===== config.mk =====
export PLATFORM = sky130hd
export DESIGN_NAME = twiddle_addr_gen_flat
export DESIGN_NICKNAME = d
export VERILOG_FILES = /design/src/rtl/twiddle_addr_gen_pkg.sv /design/src/rtl/twiddle_addr_gen_if.sv /design/src/rtl/twiddle_addr_gen_tag_delay_line.sv /design/src/rtl/twiddle_addr_gen.sv /design/src/flat_wrapper.sv
export SDC_FILE = /design/constraint.sdc
export NUM_CORES = 1
export LEC_CHECK = 0
export ABC_AREA = 1
export BUFFER_PORTS_ARGS = -buffer_cell sky130_fd_sc_hd__buf_2
export CAP_MARGIN = 20
export CORE_ASPECT_RATIO = 1.5
export CORE_MARGIN = 4
export CORE_UTILIZATION = 35
export CTS_CLUSTER_DIAMETER = 100
export DETAILED_ROUTE_END_ITERATION = 10
export SYNTH_ARGS = -nofsm -noshare
export SYNTH_HDL_FRONTEND = slang
export SYNTH_SLANG_ARGS = --single-unit

===== constraint.sdc =====
create_clock -name clk -period 3.05 [get_ports clk]
set_clock_uncertainty 0.1 [all_clocks]
set_input_delay 0.305 -clock clk [delete_from_list [all_inputs] [get_ports clk]]
set_output_delay 0.305 -clock clk [all_outputs]
set_load 0.05 [all_outputs]

===== src/rtl/twiddle_addr_gen_pkg.sv =====
// Shared FFT sequencing helpers: FSM state type, tag field widths and the
// twiddle index mapping also used by the butterfly address generator.
package twiddle_addr_gen_pkg;

  typedef enum logic [1:0] {
    IDLE,
    RUN,
    GAP,
    DRAIN
  } state_t;

  function automatic int unsigned log2n_of(input int unsigned n);
    return $clog2(n);
  endfunction

  function automatic int unsigned stage_w(input int unsigned n);
    return $clog2($clog2(n)) + 1;
  endfunction

  function automatic int unsigned bfly_w(input int unsigned n);
    return $clog2(n) - 1;
  endfunction

  // Stage s uses the low s bits of j, scaled so every stage addresses the same N/2-entry ROM.
  function automatic int unsigned twiddle_index(input int unsigned log2n,
                                                input int unsigned s,
                                                input int unsigned j);
    return (j & ((32'd1 << s) - 32'd1)) << (log2n - 32'd1 - s);
  endfunction

endpackage


===== src/rtl/twiddle_addr_gen_if.sv =====
// Twiddle sequencer bus: start request in, ROM address and aligned tags out.
// Master is the sequencer; slave is the consumer that pulses start.
interface twiddle_addr_gen_if #(
  parameter int N = 16
) ();
  import twiddle_addr_gen_pkg::*;

  localparam int ADDR_W  = log2n_of(N);
  localparam int STAGE_W = stage_w(N);
  localparam int BFLY_W  = bfly_w(N);

  logic               start;
  logic [ADDR_W-1:0]  rom_addr;
  logic               busy;
  logic               tw_valid;
  logic [STAGE_W-1:0] tw_stage;
  logic [BFLY_W-1:0]  tw_bfly;
  logic               tw_last;
  logic               done;

  modport master (
    input  start,
    output rom_addr, busy, tw_valid, tw_stage, tw_bfly, tw_last, done
  );

  modport slave (
    output start,
    input  rom_addr, busy, tw_valid, tw_stage, tw_bfly, tw_last, done
  );

endinterface


===== src/rtl/twiddle_addr_gen_tag_delay_line.sv =====
// Fixed-depth shift register with async clear; output is input delayed DEPTH cycles.
// No stall input: it advances every cycle.
module tag_delay_line #(
  parameter int DEPTH = 2,
  parameter int WIDTH = 8
) (
  input  logic             clk,
  input  logic             rst,
  input  logic [WIDTH-1:0] din,
  output logic [WIDTH-1:0] dout
);

  logic [DEPTH-1:0][WIDTH-1:0] sr;

  always_ff @(posedge clk or posedge rst) begin
    if (rst) begin
      sr <= '0;
    end else begin
      sr[0] <= din;
      for (int i = 1; i < DEPTH; i++) begin
        sr[i] <= sr[i-1];
      end
    end
  end

  assign dout = sr[DEPTH-1];

endmodule


===== src/rtl/twiddle_addr_gen.sv =====
// Twiddle ROM read sequencer: one address per cycle over all stages, tags delayed
// ROM_LATENCY cycles to line up with ROM data; start is only accepted while idle.
module twiddle_addr_gen
  import twiddle_addr_gen_pkg::*;
#(
  parameter int N           = 16,
  parameter int ROM_LATENCY = 2,
  parameter int STAGE_GAP   = 2
) (
  input  logic               clk,
  input  logic               rst,
  twiddle_addr_gen_if.master bus
);

  localparam int LOG2N   = $clog2(N);
  localparam int ADDR_W  = LOG2N;
  localparam int STAGE_W = stage_w(N);
  localparam int BFLY_W  = bfly_w(N);
  localparam int GAP_W   = (STAGE_GAP > 1) ? $clog2(STAGE_GAP) : 1;
  localparam int TAG_W   = 1 + STAGE_W + BFLY_W + 1;

  localparam logic [BFLY_W-1:0]  J_LAST = BFLY_W'(N / 2 - 1);
  localparam logic [STAGE_W-1:0] S_LAST = STAGE_W'(LOG2N - 1);
  localparam logic [GAP_W-1:0]   G_LAST = GAP_W'(STAGE_GAP - 1);

  state_t             state, state_nxt;
  logic [STAGE_W-1:0] s, s_nxt;
  logic [BFLY_W-1:0]  j, j_nxt;
  logic [GAP_W-1:0]   gap_cnt, gap_cnt_nxt;
  logic [ADDR_W-1:0]  addr, addr_nxt;

  logic               issue_valid;
  logic               issue_last;
  logic [TAG_W-1:0]   tag_in;
  logic [TAG_W-1:0]   tag_out;
  logic               head_valid;
  logic [STAGE_W-1:0] head_stage;
  logic [BFLY_W-1:0]  head_bfly;
  logic               head_last;
  logic               done;

  always_ff @(posedge clk or posedge rst) begin
    if (rst) begin
      state   <= IDLE;
      s       <= '0;
      j       <= '0;
      gap_cnt <= '0;
      addr    <= '0;
    end else begin
      state   <= state_nxt;
      s       <= s_nxt;
      j       <= j_nxt;
      gap_cnt <= gap_cnt_nxt;
      addr    <= addr_nxt;
    end
  end

  always_comb begin
    state_nxt   = state;
    s_nxt       = s;
    j_nxt       = j;
    gap_cnt_nxt = gap_cnt;
    addr_nxt    = addr;
    case (state)
      IDLE: begin
        if (bus.start) begin
          state_nxt = RUN;
          s_nxt     = '0;
          j_nxt     = '0;
          addr_nxt  = ADDR_W'(twiddle_index(LOG2N, 0, 0));
        end
      end
      RUN: begin
        if (j != J_LAST) begin
          j_nxt    = j + 1'b1;
          addr_nxt = ADDR_W'(twiddle_index(LOG2N, 32'(s), 32'(j_nxt)));
        end else if (s != S_LAST) begin
          j_nxt = '0;
          if (STAGE_GAP == 0) begin
            s_nxt    = s + 1'b1;
            addr_nxt = ADDR_W'(twiddle_index(LOG2N, 32'(s_nxt), 0));
          end else begin
            state_nxt   = GAP;
            gap_cnt_nxt = '0;
          end
        end else begin
          state_nxt = DRAIN;
        end
      end
      GAP: begin
        // rom_addr deliberately holds through the gap; only the tag valid drops.
        if (gap_cnt == G_LAST) begin
          state_nxt = RUN;
          s_nxt     = s + 1'b1;
          addr_nxt  = ADDR_W'(twiddle_index(LOG2N, 32'(s_nxt), 0));
        end else begin
          gap_cnt_nxt = gap_cnt + 1'b1;
        end
      end
      DRAIN: begin
        // The final tag is at the head when done fires, so the line is empty after this edge.
        if (done) begin
          state_nxt = IDLE;
        end
      end
      default: state_nxt = IDLE;
    endcase
  end

  assign issue_valid = (state == RUN);
  assign issue_last  = (j == J_LAST);
  assign tag_in      = issue_valid ? {1'b1, s, j, issue_last} : '0;

  tag_delay_line #(
    .DEPTH (ROM_LATENCY),
    .WIDTH (TAG_W)
  ) u_tags (
    .clk  (clk),
    .rst  (rst),
    .din  (tag_in),
    .dout (tag_out)
  );

  assign {head_valid, head_stage, head_bfly, head_last} = tag_out;
  assign done = head_valid & head_last & (head_stage == S_LAST);

  assign bus.rom_addr = addr;
  assign bus.busy     = (state != IDLE);
  assign bus.tw_valid = head_valid;
  assign bus.tw_stage = head_stage;
  assign bus.tw_bfly  = head_bfly;
  assign bus.tw_last  = head_last;
  assign bus.done     = done;

endmodule


===== src/flat_wrapper.sv =====
// flat-port wrapper written by rule: the top's interface ports become plain ports
module twiddle_addr_gen_flat import twiddle_addr_gen_pkg::*;
#(
  parameter int N           = 16,
  parameter int ROM_LATENCY = 2,
  parameter int STAGE_GAP   = 2
)
  (clk, rst, bus_start, bus_rom_addr, bus_busy, bus_tw_valid, bus_tw_stage, bus_tw_bfly, bus_tw_last, bus_done);
  twiddle_addr_gen_if #(.N(N)) bus_i ();
  input  logic clk;
  input  logic rst;
  input wire logic [$bits(bus_i.start)-1:0] bus_start;
  output wire logic [$bits(bus_i.rom_addr)-1:0] bus_rom_addr;
  output wire logic [$bits(bus_i.busy)-1:0] bus_busy;
  output wire logic [$bits(bus_i.tw_valid)-1:0] bus_tw_valid;
  output wire logic [$bits(bus_i.tw_stage)-1:0] bus_tw_stage;
  output wire logic [$bits(bus_i.tw_bfly)-1:0] bus_tw_bfly;
  output wire logic [$bits(bus_i.tw_last)-1:0] bus_tw_last;
  output wire logic [$bits(bus_i.done)-1:0] bus_done;
  assign bus_i.start = bus_start;
  assign bus_rom_addr = bus_i.rom_addr;
  assign bus_busy = bus_i.busy;
  assign bus_tw_valid = bus_i.tw_valid;
  assign bus_tw_stage = bus_i.tw_stage;
  assign bus_tw_bfly = bus_i.tw_bfly;
  assign bus_tw_last = bus_i.tw_last;
  assign bus_done = bus_i.done;
  twiddle_addr_gen #(.N(N), .ROM_LATENCY(ROM_LATENCY), .STAGE_GAP(STAGE_GAP)) u_core (.clk(clk), .rst(rst), .bus(bus_i));
endmodule

==> results.md <==
- Clock Path Buffers: 2
- Period utilisation layout: 59.4%
- Synth warn: 0
- Final antenna-violating net count: 0
- Filler cells: 372
- CP bufs+invs: 3
- Drt wl/cell: 11.5 microns
- Largest cells by area after synthesis: dfrtp_1, nand2_1, ha_1, inv_1, nand3_1
- Post-detailed-placement half-perimeter wirelength: 1900 microns
- Grt met1 use: 13.1%
- Top-Level Pins: 17
- Netlist Area Pre-Place: 1400 sq um
- Worst slew pin tran: 0.562 ns
- GR Util met2: 18.6%
- Grt ovf: 0
- Full die area: 5080 sq um
- Power Dens Cells: 779 nW/um^2
- Die height: 85.3 microns
- Die width: 59.6 microns
- Most frequent cells in the layout: nand2_1, dfrtp_1, inv_1
- Number of gates resized after CTS: 0
- GRT met3 Usage: 3.65%
- CTS Buf Count: 5
- Detailed router's first-iteration violation count: 26
- Clk sinks: 29
- Min Tclk post-route: 1.81 ns
- Leakage: 0.899 nW
- Vias/cell: 4.69
- Insertion delay to the later sink of the worst-skew pair: 0.27 ns
- Initial antenna violation count: 0
- Pin count of the biggest net entering global routing: 30
- Core ar.: 3750 sq um
- Crit path launch type: flip-flop
- Max-cap viol count: 0
- Critical path class: reg2reg
- CTS tree: yes
- Register area share after synthesis: 52.0%
- Util after Layout: 42.7%
- Hold-fix buffers, CTS: 0
- Flop and latch count out of synthesis: 29
- Count of cell types in the netlist: 21
- Final WL: 2470 microns
- Worst vdd ir: 435 uV
- # Post-CTS Setup Buffers: 0
- CTS root buffer: clkbuf_8
- RD Place Congestion: 0.911
- Post-Syn Nets: 166
- Mapped Cells: 153
- Port bufs: 16
- WHS: -0.0246 ns
- DRT Pass-1 Iters: 4
- Initial Util: 37.2%
- RSZ-0062 raised after global routing: no
- Fin. Hold Viols: 12
- Worst-path clk slew: 0.06 ns
- Failing checks: hold timing
- # diodes: 0
- CP max-delay cell: ha_1
- Leading cell type in the layout, fill and taps excluded: nand2_1
- Worst hold path class: in2async
- WP data arrival: 1.88 ns
- Max H-tree Level: 2
- DR vias: 1004
- Setup_tns: 0 ns
- Post-Syn Area per Cell: 9.12 sq um
- Yosys top cell by area: dfrtp_1
- Final Power: 1.25 mW
- Worst-path fanout max: 15
- Busiest grt layer: met2
- Req. time, crit path: 3.12 ns
- Status: complete, but fails checks
- Layout cell share with drive strength beyond 1: 23.4%
- Slew margin rel.: 62.5%
- Max incr delay on CP: 0.47 ns
- F_max: 552 MHz
- Crit path cell chain: inv_1 > ha_1 > inv_1 > nand3_2 > nand3_2 > nor2_2 > inv_2 > nand2_1 > nand2_1
- # nets final: 183
- Area delta synth->final: 14.8%
- First-pass GRT wire length: 4440 microns
- Largest delay contributor family on the critical path: adder cells
- Overall Global Routing Usage: 11.5%
- Rows: 27
- Crit end category: flip-flop
- Final setup violation count: 0
- Area share of the largest cell type after synthesis: 52.0%
- Max Slew Vio Count: 0
- Vias in the first global route: 1036
- Remaining DRCs: 0
## kinds of logic after synthesis
group	Yosys count	share of synthesized area [%]
AO/OA/AOI/OAI	14	5.92
adder cells (fa/ha/maj)	10	8.97
buffers and inverters	32	10.9
AND/OR/NAND/NOR	68	22.2
flip-flops	29	52.0
## metal layers
| layer | vias up | part of all wire (%) |
|---|---|---|
| met2 | 24 | 51 |
| li1 | 511 | - |
| met5 | - | 0 |
| met1 | 463 | 43 |
| met4 | 0 | 1.7 |
| met3 | 6 | 4.6 |
## Yosys cell counts
cell	number
nand2_1	36
dfrtp_1	29
inv_1	20
nand3_1	12
ha_1	10
o21ai_0	8
nor2_1	7
buf_4	6
nand4_1	5
inv_2	4
nand2_2	3
nor2_2	3
nand3_2	2
a21oi_1	1
a21oi_2	1
a31oi_1	1
buf_6	1
clkinv_2	1
o21a_1	1
o21ai_2	1
o22ai_1	1
## worst register-to-register path: cells and delay by family (launching register included)
family | cells | cell delay, ns
buffers and inverters | 3 | 0.28
AND/OR/NAND/NOR | 5 | 0.45
flip-flops | 1 | 0.41
adder cells (fa/ha/maj) | 1 | 0.47
## area by class of cell
class | count | area (sq um) | share of cell area [%]
flip-flops and latches | 29 | 726 | 45.3
multi-input cells | 92 | 518 | 32.3
repair buffers | 17 | 108 | 6.72
clock buffers | 7 | 96.3 | 6.02
inverters | 25 | 95.1 | 5.94
well taps | 43 | 53.8 | 3.36
clock inverters | 1 | 5.00 | 0.312
## worst paths after layout
kind	cells after the start	start	to	slack, ns
min in group clk	0	u_core.u_tags.sr[0]	u_core.u_tags.dout[0]	0.25
worst max-delay path	9	u_core.state[1]	u_core.bus.rom_addr[3]	1.24
worst min-delay path	2	rst	u_core.u_tags.sr[3]	-0.02
max in group asynchronous	3	rst	u_core.bus.rom_addr[0]	2.40
worst max register to register	9	u_core.state[1]	u_core.bus.rom_addr[3]	1.24
worst min register to register	0	u_core.u_tags.sr[0]	u_core.u_tags.dout[0]	0.25
## where the power goes
group	total, mW	internal (mW)	switching (mW)
logic	0.420	0.116	0.304
registers	0.488	0.448	0.0400
clock network	0.340	0.203	0.136
## through the flow
step	worst slack (ns)	cells	area [sq um]
finish	1.24	214	1600
CTS	1.25	213	1570
detailed placement	1.26	205	1470
global route	1.04	214	1600
floorplan	1.21	153	1400
global placement	1.31	205	1470
## flip-flops by register name (all words and copies together), names as in the netlist
register / count
u_core.j: 3
u_core.bus.rom_addr: 4
u_core.u_tags.dout: 8
u_core.state: 2
u_core.s: 3
u_core.gap_cnt: 1
u_core.u_tags.sr: 8
Note: power is estimated with default switching activity, not from simulation.
